<file path="src/rtl/core_fetch.sv">
// Instruction fetch stage for the 8085-style core: runs the byte-wide memory
// read cycle, owns the PC and presents whole instructions to execute.
module core_fetch #(
    parameter int unsigned          DATASIZE = 8,
    parameter int unsigned          ADDRSIZE = 16,
    parameter logic [ADDRSIZE-1:0]  RESETPC  = ADDRSIZE'(0)
) (
    input  logic                clk,
    input  logic                rst,
    output logic [ADDRSIZE-1:0] addr,
    output logic                rd_n,
    input  logic                ready,
    input  logic [DATASIZE-1:0] din,
    output logic                ival,
    input  logic                iack,
    output logic [DATASIZE-1:0] iopc,
    output logic [DATASIZE-1:0] iop1,
    output logic [DATASIZE-1:0] iop2,
    output logic [1:0]          ilen,
    output logic [ADDRSIZE-1:0] ipc,
    input  logic                pcwr,
    input  logic [ADDRSIZE-1:0] pcdat,
    output logic [ADDRSIZE-1:0] pc
);

    localparam logic [1:0] ST_T1   = 2'd0;
    localparam logic [1:0] ST_T2   = 2'd1;
    localparam logic [1:0] ST_T3   = 2'd2;
    localparam logic [1:0] ST_HOLD = 2'd3;

    logic [1:0]          state_q, state_d;
    logic [ADDRSIZE-1:0] pc_q, pc_d;
    logic [ADDRSIZE-1:0] addr_q, addr_d;
    logic [ADDRSIZE-1:0] ipc_q, ipc_d;
    logic                rd_n_q, rd_n_d;
    logic                ival_q, ival_d;
    logic [DATASIZE-1:0] iopc_q, iopc_d;
    logic [DATASIZE-1:0] iop1_q, iop1_d;
    logic [DATASIZE-1:0] iop2_q, iop2_d;
    logic [1:0]          ilen_q, ilen_d;
    logic [1:0]          cnt_q, cnt_d;

    logic [1:0]          dec_len_c;
    logic [1:0]          cur_len_c;
    logic [1:0]          cnt_inc_c;
    logic [ADDRSIZE-1:0] pc_inc_c;

    // Instruction length from the opcode byte; anything unlisted is one byte.
    always_comb begin
        dec_len_c = 2'd1;
        casez (din[7:0])
            8'b00??0001,
            8'b001??010,
            8'b11???010,
            8'b11000011,
            8'b11???100,
            8'b11001101: dec_len_c = 2'd3;
            8'b00???110,
            8'b11???110,
            8'b11010011,
            8'b11011011: dec_len_c = 2'd2;
            default:     dec_len_c = 2'd1;
        endcase
    end

    assign cnt_inc_c = cnt_q + 2'd1;
    assign pc_inc_c  = pc_q + ADDRSIZE'(1);
    assign cur_len_c = (cnt_q == 2'd0) ? dec_len_c : ilen_q;

    always_comb begin
        state_d = state_q;
        pc_d    = pc_q;
        addr_d  = addr_q;
        ipc_d   = ipc_q;
        rd_n_d  = rd_n_q;
        ival_d  = ival_q;
        iopc_d  = iopc_q;
        iop1_d  = iop1_q;
        iop2_d  = iop2_q;
        ilen_d  = ilen_q;
        cnt_d   = cnt_q;

        case (state_q)
            ST_T1: begin
                state_d = ST_T2;
                rd_n_d  = 1'b0;
            end
            ST_T2: begin
                if (ready) begin
                    state_d = ST_T3;
                end
            end
            ST_T3: begin
                case (cnt_q)
                    2'd0:    iopc_d = din;
                    2'd1:    iop1_d = din;
                    default: iop2_d = din;
                endcase
                if (cnt_q == 2'd0) begin
                    ipc_d  = pc_q;
                    ilen_d = dec_len_c;
                end
                pc_d   = pc_inc_c;
                rd_n_d = 1'b1;
                cnt_d  = cnt_inc_c;
                if (cnt_inc_c == cur_len_c) begin
                    state_d = ST_HOLD;
                    ival_d  = 1'b1;
                end else begin
                    state_d = ST_T1;
                    addr_d  = pc_inc_c;
                end
            end
            default: begin
                // No prefetch: the next opcode read starts only after acceptance.
                if (iack) begin
                    state_d = ST_T1;
                    ival_d  = 1'b0;
                    cnt_d   = 2'd0;
                    addr_d  = pc_q;
                end
            end
        endcase

        // A PC load overrides everything, abandoning any partial fetch.
        if (pcwr) begin
            state_d = ST_T1;
            pc_d    = pcdat;
            addr_d  = pcdat;
            cnt_d   = 2'd0;
            ival_d  = 1'b0;
            rd_n_d  = 1'b1;
        end
    end

    always_ff @(posedge clk or negedge rst) begin
        if (!rst) begin
            state_q <= ST_T1;
            pc_q    <= RESETPC;
            addr_q  <= RESETPC;
            ipc_q   <= RESETPC;
            rd_n_q  <= 1'b1;
            ival_q  <= 1'b0;
            iopc_q  <= '0;
            iop1_q  <= '0;
            iop2_q  <= '0;
            ilen_q  <= 2'd0;
            cnt_q   <= 2'd0;
        end else begin
            state_q <= state_d;
            pc_q    <= pc_d;
            addr_q  <= addr_d;
            ipc_q   <= ipc_d;
            rd_n_q  <= rd_n_d;
            ival_q  <= ival_d;
            iopc_q  <= iopc_d;
            iop1_q  <= iop1_d;
            iop2_q  <= iop2_d;
            ilen_q  <= ilen_d;
            cnt_q   <= cnt_d;
        end
    end

    assign addr = addr_q;
    assign rd_n = rd_n_q;
    assign ival = ival_q;
    assign iopc = iopc_q;
    assign iop1 = iop1_q;
    assign iop2 = iop2_q;
    assign ilen = ilen_q;
    assign ipc  = ipc_q;
    assign pc   = pc_q;

endmodule

</file>
<file path="config.mk">
export PLATFORM = sky130hd
export DESIGN_NAME = core_fetch
export DESIGN_NICKNAME = d
export VERILOG_FILES = /design/src/rtl/core_fetch.sv
export SDC_FILE = /design/constraint.sdc
export NUM_CORES = 1
export LEC_CHECK = 0
export CORE_MARGIN = 1
export CORE_UTILIZATION = 35
export CTS_BUF_LIST = sky130_fd_sc_hd__clkbuf_4
export CTS_CLUSTER_DIAMETER = 40
export DETAILED_ROUTE_END_ITERATION = 8
export GPL_TIMING_DRIVEN = 0
export PLACE_DENSITY_LB_ADDON = 0.1
export SLEW_MARGIN = 15
export SYNTH_ARGS = -nofsm -noshare
export SYNTH_HDL_FRONTEND = slang
export SYNTH_SLANG_ARGS = --single-unit
</file>
<file path="constraint.sdc">
create_clock -name clk -period 7.47 [get_ports clk]
set_input_delay 1.494 -clock clk [delete_from_list [all_inputs] [get_ports clk]]
set_output_delay 1.494 -clock clk [all_outputs]
set_load 0.02 [all_outputs]
</file>
* After elaboration in Yosys (flattened, before gate mapping)
Index checks and enable logic that the tools add are counted.
W data, S select, Z words.
** Operators by class
- $add $sub $neg :: 2
- Equal/unequal tests :: 18
- Muxes and demuxes :: 21
- Bitwise gates (word level) :: 1
- Reductions and logical operators :: 17
** Operators with widths (number)
- $mux W16 :: 5
- $eq A8 B8 Y1 const B :: 4
- $pmux W16 S2 :: 1
- $add A16 B1 Y16 const B :: 1
- $eq A5 B5 Y1 const B :: 3
- $mux W2 :: 6
- $reduce_and A2 Y1 :: 5
- $ne A3 B3 Y1 const B :: 3
- $pmux W2 S2 :: 2
- $eq A6 B1 Y1 const B :: 1
- $eq A6 B4 Y1 const B :: 1
- $pmux W2 S3 :: 1
- $reduce_and A3 Y1 :: 2
- $reduce_bool A3 Y1 :: 2
- $reduce_or A6 Y1 :: 1
- $eq A5 B3 Y1 const B :: 1
- $reduce_bool A5 Y1 :: 1
- $eq A2 B1 Y1 const B :: 2
- $logic_not A2 Y1 :: 2
- $mux W1 :: 4
- $pmux W1 S2 :: 2
- $reduce_or A2 Y1 :: 2
- $reduce_or A4 Y1 :: 1
- $add A2 B1 Y2 const B :: 1
- 5 further kinds :: 5
** Storage, ports and cells
- Register bits after elaboration :: 80
- Bits of input ports :: 29
- Output and inout port bits :: 76
- Word-level logic and storage cells :: 70

* Longest topological paths before layout
- Word-level depth :: 8
- Depth in mapped cells :: 10
- Gate-level depth less buffers :: 8

* Worst setup path after synthesis
OpenSTA, ideal clock, no wires.
- Path type :: input -> register
- From :: input port din[7]
- To :: register addr_q[10], in the netlist addr[10]
- Setup time :: 125 ps
- Stages :: 8
- Setup slack :: 3946 ps
- Arrival time :: 3399 ps
- Required time :: 7345 ps
- Cells stage by stage :: buf_4 > and4_1 > a41oi_1 > a21oi_1 > or4_4 > o21ai_4 > buf_12 > mux2_4
** Between the ends
- Cells in the longest elaborated chain, start to end :: 7
- Elaborated cells on any way between the ends :: 17
- Classes of those cells :: eq/ne (12); mux (2); reduce/logical (3)
** Ends and longest elaborated chain
- start, declared :: RTL line 13 : input logic [DATASIZE-1:0] din,
- $eq A8 B8 Y1 (tied with other cells) :: RTL line 51 : casez (din[7:0])
- $reduce_or A6 Y1 or $reduce_or A4 Y1 (tied branches) :: RTL line 51
- $pmux W2 S2 * :: RTL line 51
- $mux W2 *
- $eq A2 B2 Y1 * :: RTL line 106 : if (cnt_inc_c == cur_len_c) begin
- $ne A3 B3 Y1 (no source line) *
- $reduce_and A3 Y1 (no source line) *
- end signal, assigned :: RTL line 152 : addr_q <= addr_d;
- end, declared :: RTL line 33 : logic [ADDRSIZE-1:0] addr_q, addr_d;
Every way passes the cells marked *; elsewhere a longest branch is shown, timed or not.
A chain may end at the register's enable or synchronous reset.

* Worst setup path in the final report
- From :: input port din[1]
- To :: register addr_q[5], in the netlist addr[5]
Same word-level chain as after synthesis.

==> run_results.csv <==
group,metric,value,unit
worst_hold_path,hp-class,"reg2reg",
finish,ff_latch_area,2000,um^2
clocking,htree_levels,3,
grt,grt_max_degree,51,
timing,period_needed,3830,ps
placement,postPlaceCellArea,4900,um^2
finish,area_delta_synth_final,38.5,%
timing,hold_ws,517,ps
timing,fin_setup_tns,0,ps
grt,grt_use_total,0.179,
grt,grt_overflow,0,
logic_synthesis,synth-seq-area-share,0.543,
power_and_ir_drop,leakage,2.17,nW
setup_path,critPathArrivalTime,4150,ps
logic_synthesis,synth_edf_count,0,
floorplan,die_w,105,um
power_and_ir_drop,clock_power_share,0.182,
setup_path,cp-start-kind,"input port",
setup_path,r2r-start,"cnt_q[0]",
logic_synthesis,synthCells,296,
power_and_ir_drop,power.density,391,nW/um^2
route,wl,8.99,mm
setup_path,cp.depth,8,
finish,final_core_util,0.498,
setup_path,r2r_end,"addr[5]",
floorplan,dieArea,11000,um^2
setup_path,worst_path_largest_cell_delay,640,ps
setup_path,path_cells,"clkdlybuf4s50_1 -> and4_1 -> a41oi_1 -> and3_1 -> or4_4 -> o21ai_4 -> buf_12 -> mux2_4",
finish,fin_nets,445,
grt,grt_pass1_vias,2850,
timing,hold_viol,0,
setup_path,reg2reg_depth,10,
job,maxCapViolCount,0,
clocking,post-cts-setup-buffer-count,0,
route,wl_per_cell,16.3,um
floorplan,fp-row-count,37,
worst_hold_path,hold_end,"ipc[14]",
setup_path,path_buf_inv,2,
power_and_ir_drop,swShare,0.348,
clocking,clkTransAtPathRegs,120,ps
power_and_ir_drop,p_seq_frac,0.351,
clocking,cts.sinks,80,
clocking,cts_tree,"built",
grt,grt_pass1_wl,15.1,mm
power_and_ir_drop,p_sw,0.697,mW
logic_synthesis,synth_seq_cells,80,
finish,fin_cells,550,
floorplan,start_util,0.359,
worst_hold_path,hold_depth,1,
route,drc_errors,0,
clocking,clockRootBuffer,"clkbuf_4",
outcome,status,"complete, no violations",
power_and_ir_drop,ir_worst_vdd,0.183,mV
timing,finalClockSkew,16.2,ps
setup_path,slowest_stage,"clkdlybuf4s50_1",
setup_path,cp_max_fo,10,
clocking,numCtsBuffers,9,
clocking,cts_resized,0,
floorplan,ios,105,
placement,place_congestion,0.737,
route,num_vias,2682,
route,routed_via_density,4.88,
setup_path,cp_top_family,"simple AND/OR/NAND/NOR gates",
timing,setup_ws,3640,ps
timing,worst_pin_slew,647,ps
logic_synthesis,synth_async_sr_flop_share,1.00,
logic_synthesis,yosysUniqueCellTypes,47,
placement,port_buffers,101,
timing,rsz0062_at_grt,"false",
finish,antenna_cells,0,
floorplan,coreArea,10300,um^2
finish,multi_input_area,1590,um^2
setup_path,rrSetupSlack,4700,ps
logic_synthesis,synth_nets,332,
placement,placed_cells,534,
timing,setup_viol,0,
power_and_ir_drop,power_frac_comb,0.466,
clocking,clock_latency,430,ps
worst_hold_path,hp-start,"ipc[14]",
power_and_ir_drop,p_int,1.30,mW
placement,place_ws,3190,ps
placement,dpl.hpwl,6.50,mm
logic_synthesis,ys.warnings.count,0,
finish,drive_above_1_share,0.217,
timing,fmax,261,MHz
route,first_pass_iters,4,
timing,worst_slew_margin_rel,0.567,
timing,period_share,0.513,
setup_path,critPathCaptureType,"flop",
route,drtIter0Drc,75,
floorplan,die_h,105,um
power_and_ir_drop,power,2.00,mW
timing,slew_violations,0,
logic_synthesis,syn_area_per_cell,12.5,um^2
logic_synthesis,syn-cell-area,3690,um^2
setup_path,worstSetupPathType,"in2reg",
setup_path,cp.required,7790,ps
logic_synthesis,synth-main-ff-cell,"dfrtp_1",
clocking,clk_path_buf_depth,2,
grt,antenna_found_initial,0,
route,ant_nets,0,
finish,finalInstanceArea,5110,um^2
clocking,holdBufCountCts,0,
finish,fillCellCount,980,
## state kept, by name (all words and copies together) (netlist names)
name	cells
state_q	2
pc	16
ilen	2
rd_n	1
iop2	8
cnt_q	2
ipc	16
ival	1
iop1	8
addr	16
iopc	8
## power groups by stage
stage	clock network [mW]	registers [mW]	logic (mW)
CTS	0.375	0.706	0.946
global route	0.392	0.729	0.998
detailed placement	0	0.714	0.942
floorplan	0	0.902	0.314
finish	0.365	0.703	0.933
global placement	0	0.707	0.934
## worst max path at each step
stage,start,end,slack (ps)
floorplan,din[7],addr[10],3950
global placement,rst,addr[7],1940
detailed placement,din[1],addr[12],3190
CTS,din[1],addr[5],3660
global route,din[1],addr[5],3530
finish,din[1],addr[5],3640
## cells in the final DEF, fill, tap and decap left out, drive strengths merged, types with 8 or more instances in the layout
master,Yosys,routed
clkdlybuf4s50,0,100
dfrtp,79,79
mux2,58,58
nand2,24,24
o21ai,21,21
clkbuf,6,17
xor2,12,12
nor2,10,10
nand3,8,8
buf,6,8
## routing by layer
layer  part of all wire  vias up  wire length, um  global-route usage
met2               0.46       62             4150               0.269
met4              0.018        0              160              0.0775
met3              0.049       13              441              0.0437
met1               0.47     1331             4230               0.246
li1                   -     1276                -                   -
met5                  0        -                0                   0
## worst reg2reg max path, cell delays in order, from the launching register on
cell	delay, ps
dfrtp_1	440
inv_1	110
ha_1	140
buf_2	170
nor2_1	60
a41oi_1	200
a21oi_1	120
or4_4	560
o21ai_4	350
buf_12	210
mux2_4	310
## cell usage after synthesis (2+ instances only)
library cell,count,area [um^2]
dfrtp_1,79,1980
mux2_2,48,541
nand2_1,24,90.1
o21ai_0,20,100
xor2_1,12,105
mux2_4,10,150
nor2_1,10,37.5
nand3_1,8,40.0
ha_1,7,87.6
inv_1,7,26.3
clkbuf_1,6,22.5
a21oi_1,5,25.0
nand4_1,5,31.3
nor3_1,5,25.0
xnor2_1,5,43.8
nand2b_1,4,25.0
and3_1,3,18.8
and4_1,3,26.3
and3b_2,2,20.0
buf_2,2,10.0
mux2i_1,2,20.0
nand4b_1,2,17.5
nor2b_1,2,12.5
nor3b_1,2,15.0
## logic make-up (layout without fill, tap and decap cells)
| kind of cell | Yosys count | after routing | synth area share |
|---|---|---|---|
| buf+inv | 19 | 137 | 0.0275 |
| flops | 80 | 80 | 0.543 |
| simple gates | 78 | 78 | 0.115 |
| xor+xnor | 17 | 17 | 0.0403 |
| compound gates | 35 | 35 | 0.0580 |
| fa+ha+maj | 7 | 7 | 0.0237 |
| mux | 60 | 60 | 0.193 |
## cell type report
| type | count | area share |
|---|---|---|
| Inverter | 7 | 0.00514 |
| Multi-Input combinational cell | 197 | 0.311 |
| Clock buffer | 11 | 0.0161 |
| Sequential cell | 80 | 0.392 |
| Timing Repair Buffer | 102 | 0.203 |
| Buffer | 12 | 0.0147 |
| Clock inverter | 5 | 0.0252 |
| Tap cell | 136 | 0.0333 |
(Power assumes the default switching activity.)
==> edit 1: new RTL, same settings <==
The parameter `DATASIZE` goes from 8 to 16.
--- a/src/rtl/core_fetch.sv
+++ b/src/rtl/core_fetch.sv
@@ -2,5 +2,5 @@
 // read cycle, owns the PC and presents whole instructions to execute.
 module core_fetch #(
-    parameter int unsigned          DATASIZE = 8,
+    parameter int unsigned          DATASIZE = 16,
     parameter int unsigned          ADDRSIZE = 16,
     parameter logic [ADDRSIZE-1:0]  RESETPC  = ADDRSIZE'(0)
Ports: changed (resized din, iop1, iop2 and iopc); port bits go from 105 to 137. No check against the original RTL was run, so the function may have changed too.
==> edit 1 against the unedited design <==
- global-route usage down 0.15 points
- synthesized area up 24%
- maximum frequency about the same
- critical path depth is the same
- routed wire length increased by 25%
- final area rose by 22%
- power increased by 21%
- sequential cell count up 24
- setup slack better by 0.0031 ns
- hold slack better by 0.0036 ns
- largest cell class unchanged
- highest routed layer unchanged
==> edit 1: results (changes against the unedited design) <==
| Metric | Value |
|---|---|
| GP Congestion | `0.7414 (+0.64%)` |
| Hold Path Stages | `1 (unchanged)` |
| Worst R2R Start | `cnt_q[0]` |
| Post-synthesis sequential area ratio | `56.94% (+2.7 points)` |
| Clock Skew | `0.01470 ns (-0.001497 ns)` |
| PostCTS Resize Cnt | `0 (unchanged)` |
| CP arrival | `4.18 ns (+0.03 ns)` |
| Reg2reg path depth | `10 (unchanged)` |
| Yosys warns | `0 (unchanged)` |
| Worst min-delay path class | `reg2reg` |
| Ant. Diodes | `0 (unchanged)` |
| Worst slew margin | `50.23% (-6.5 points)` |
| Pin count of the biggest net entering global routing | `55 (+7.8%)` |
| Via count | `3236 (+21%)` |
| Critical-path cell with the highest stage delay | `clkdlybuf4s50_1` |
| Root Buffer | `clkbuf_4` |
| DRT iter0 DRCs | `142 (+89%)` |
| Port Buf Inserts | `133 (+32%)` |
| Crit path max-delay family | `simple AND/OR/NAND/NOR gates` |
| First-pass GRT wire length | `17.66 mm (+17%)` |
| Wire per inst | `16.77 um (+2.6%)` |
| Nets | `536 (+20%)` |
| Max incr delay on CP | `0.65 ns` |
| Hold Path Origin | `iopc[12]` |
| DP HPWL | `8.048 mm (+24%)` |
| Hold WS | `0.5205 ns (+0.003631 ns)` |
| Clock transition at path regs | `0.14 ns (+0.02 ns)` |
| TritonCTS Buffers | `9 (unchanged)` |
| Count of final hold-check violations | `0 (unchanged)` |
| Worst VDD drop | `0.0002048 V (+12%)` |
| Setup bufs post-CTS | `0 (unchanged)` |
| Tot GR Track Use | `17.77% (-0.15 points)` |
| Vias in the first global route | `3253 (+14%)` |
| Worst skew pair latency | `0.47 ns (+0.04 ns)` |
| Post-Syn Nets | `391 (+18%)` |
| Ys async rst share | `100.0% (unchanged)` |
| Initial DRT Pass Iterations | `4 (unchanged)` |
| Post-synth top cells | `dfrtp_1, mux2_2, nand2_1` |
| Maximum root-to-sink buffer count | `2 (unchanged)` |
| Static leakage | `2.644 nW (+22%)` |
| Main synth FF type | `dfrtp_1` |
| Netlist cell types | `47 (unchanged)` |
| Share of cells above drive strength 1 | `22.18% (+0.44 points)` |
| Initial antenna violation count | `0 (unchanged)` |
| Dominant cells by area after synthesis | `dfrtp_1, mux2_2, mux2_4, xor2_1, o21ai_0` |
| H-tree depth | `3 (unchanged)` |
| Status | `complete, no violations` |
| Crit path launch | `din[1]` |
| Register-to-register setup slack | `4.64 ns (-0.06 ns)` |
| Critical Path Fanout Max | `10 (unchanged)` |
## edit 1: path summary, 6_finish.rpt
check | end
max | addr[8]
min | iopc[12]
max reg2reg | addr[8]
min reg2reg | iopc[12]
max in group asynchronous | pc[5]
min in group asynchronous | iopc[4]
## edit 1: cells by family (layout without fill, tap and decap cells)
logic type | Yosys count | after routing | share of synthesized area (%)
flip-flops | 104 | 104 | 56.94
multiplexers | 84 | 84 | 21.45
AND/OR/NAND/NOR | 78 | 78 | 9.303
AO/OA/AOI/OAI | 35 | 35 | 4.679
buffers and inverters | 22 | 171 | 2.463
XOR/XNOR | 17 | 17 | 3.256
adder cells (fa/ha/maj) | 7 | 7 | 1.915
## edit 1: layout make-up
| type | count | area, um2 |
|---|---|---|
| Tap cell | 172 | 215.2 |
| Multi-Input combinational cell | 221 | 1862 |
| Clock inverter | 5 | 25.02 |
| Clock buffer | 10 | 75.07 |
| Timing Repair Buffer | 134 | 1360 |
| Inverter | 7 | 26.28 |
| Sequential cell | 104 | 2604 |
| Buffer | 15 | 86.33 |
| Fill cell | 1195 | 6417 |
## edit 1: power by group
group          leakage (nW)  internal, mW  switching (mW)
registers              1.27         0.793           0.134
logic                  1.32         0.656           0.585
clock network        0.0587        0.0676           0.178
## edit 1: through the flow
stage | setup WS (ns) | instances | cell area, um2
floorplan | 3.946 | 347 | 4573
global placement | 0.8478 | 652 | 6120
detailed placement | 3.151 | 653 | 6153
CTS | 3.688 | 668 | 6254
global route | 3.561 | 668 | 6254
finish | 3.643 | 668 | 6254
## edit 1: metal layers
metal  wire (um)  part of all wire (%)  global-route usage (%)  vias up
met2        5036                    45                   25.36       98
met3         916                   8.2                   5.605       11
met1        5055                    45                   24.51     1615
met4         190                   1.7                   8.205        0
li1            -                     -                       -     1512
met5           0                     0                       0        -
==> edit 2: new RTL, config.mk and constraints unchanged <==
Made on the original files. Reset style: synchronous (`rst`), changed in one clocked block.
--- a/src/rtl/core_fetch.sv
+++ b/src/rtl/core_fetch.sv
@@ -134,5 +134,5 @@
     end
 
-    always_ff @(posedge clk or negedge rst) begin
+    always_ff @(posedge clk) begin
         if (!rst) begin
             state_q <= ST_T1;
Formal check against the unedited RTL: differs if rst is asserted again (counterexample within 4 cycles, from zero or initial values and one cycle with rst low); with rst held inactive, the same outputs for 10 cycles.
==> edit 2 against the unedited design <==
- synthesized area shrank 8.5%
- sequential cell count is the same
- hold slack lost 0.056 ns
- final area shrank 7.5%
- clock skew shrank 0.00089 ns
- setup slack gained 0.34 ns
- global-route usage grew 2.1 points
- non-clock buffer count grew 10
- routed wire length grew 8.4%
- critical endpoint is now addr[8]
Power is not compared: it rests on default switching activity, and its combinational part moved more than twofold at a synthesized area within 25%.
==> edit 2: results (changes against the unedited design) <==
| Metric | Value |
|---|---|
| Final Core Density | `50.96% (+1.2 points)` |
| Post-synth top cells | `nand2_1, dfxtp_1, a21oi_1` |
| Worst min-delay path class | `reg2reg` |
| R2R Path End | `ipc[7]` |
| Met2 routed WL | `4.161 mm (+0.24%)` |
| Fillcell total | `937 (-4.4%)` |
| GP Congestion | `0.7894 (+7.2%)` |
| DP HPWL | `7.276 mm (+12%)` |
| Pin count of the biggest net entering global routing | `14 (-73%)` |
| Crit path launch | `din[4]` |
| Initial DRT Pass Iterations | `4 (unchanged)` |
| Share of cells above drive strength 1 | `5.631% (-16 points)` |
| Syn avg cell area | `8.464 um2 (-32%)` |
| Register Area | `1602 um2 (-20%)` |
| Max incr delay on CP | `0.62 ns (-0.02 ns)` |
| Clock Skew | `0.01531 ns (-0.0008871 ns)` |
| Met1 usage | `29.66% (+5.1 points)` |
| Seq_cells | `80 (unchanged)` |
| Via count | `3224 (+20%)` |
| Non-clk buf share | `23.67% (+1.9 points)` |
| Ys async rst share | `0% (-100 points)` |
| Area of the multi-input gates | `1633 um2 (+2.6%)` |
| CP arrival | `3.82 ns (-0.33 ns)` |
| CP endpoint | `addr[8]` |
| Met2 global-route usage | `29.14% (+2.3 points)` |
| Post-synthesis sequential area ratio | `47.42% (-6.8 points)` |
| Placement Cell Area | `4549 um2 (-7.1%)` |
| Met3 wire length | `585 um (+33%)` |
| Status | `complete, no violations` |
| DRT iter0 DRCs | `163 (+120%)` |
| Clk tree area frac | `3.835% (-0.30 points)` |
| Final worst slack | `3.979 ns (+0.3393 ns)` |
| Worst R2R Start | `state_q[1]` |
| Non-clk bufs | `124 (+8.8%)` |
| Critical Path Fanout Max | `10 (unchanged)` |
| # clk buffers | `10 (-1)` |
| Dominant cells by area after synthesis | `dfxtp_1, nand2_1, a21oi_1, o32a_1, xnor2_1` |
| Post-Syn Instances | `399 (+35%)` |
| Reg2reg path depth | `7 (-3)` |
| DRT met1 WL | `4.894 mm (+16%)` |
| Post-place setup slack | `3.557 ns (+0.3649 ns)` |
| Vias in the first global route | `2964 (+4.0%)` |
| Nets | `543 (+22%)` |
| Placed cell count | `629 (+18%)` |
| Worst slew margin | `37.76% (-19 points)` |
| Multi-input gates | `287 (+46%)` |
| Wirelength, routed | `9.740 mm (+8.4%)` |
| First-pass GRT wire length | `15.50 mm (+2.9%)` |
| Register-to-register setup slack | `5.10 ns (+0.40 ns)` |
| Grt met3 use | `3.760% (-0.61 points)` |
| Post-Syn Nets | `431 (+30%)` |
| Tot GR Track Use | `19.99% (+2.1 points)` |
| Average vias per placed instance | `5.006 (+2.7%)` |
| Inverters | `9 (+2)` |
| PostCTS Resize Cnt | `0 (unchanged)` |
[edit 2: worst min-delay path by stage]
stage,from,to,slack [ns],depth (start not counted)
after floorplan,cnt_q[1],cnt_q[1],0.47,2
after global placement,iop2[5],iop2[5],0.44,2
after detailed placement,iop2[5],iop2[5],0.45,2
after CTS,ipc[13],ipc[13],0.46,2
after global routing,ipc[1],ipc[1],0.48,2
final,iop2[4],iop2[4],0.46,2
[edit 2: logic make-up after synthesis]
logic type / synth area share, %
compound gates: 18.79
xor+xnor: 4.668
fa+ha+maj: 1.112
buf+inv: 4.224
flops: 47.43
mux: 0.8893
simple gates: 22.90
[edit 2: report_power, final]
part	total [mW]	internal, mW	switching, mW	leakage, nW
Combinational	0.130	0.0624	0.0681	0.823
Clock	0.326	0.172	0.154	0.0927
Sequential	0.461	0.444	0.0176	0.653
[edit 2: critical path: cells and delay by family]
kind | cells | cell delay, ns
compound gates | 3 | 0.87
simple gates | 3 | 0.69
buf+inv | 2 | 0.76
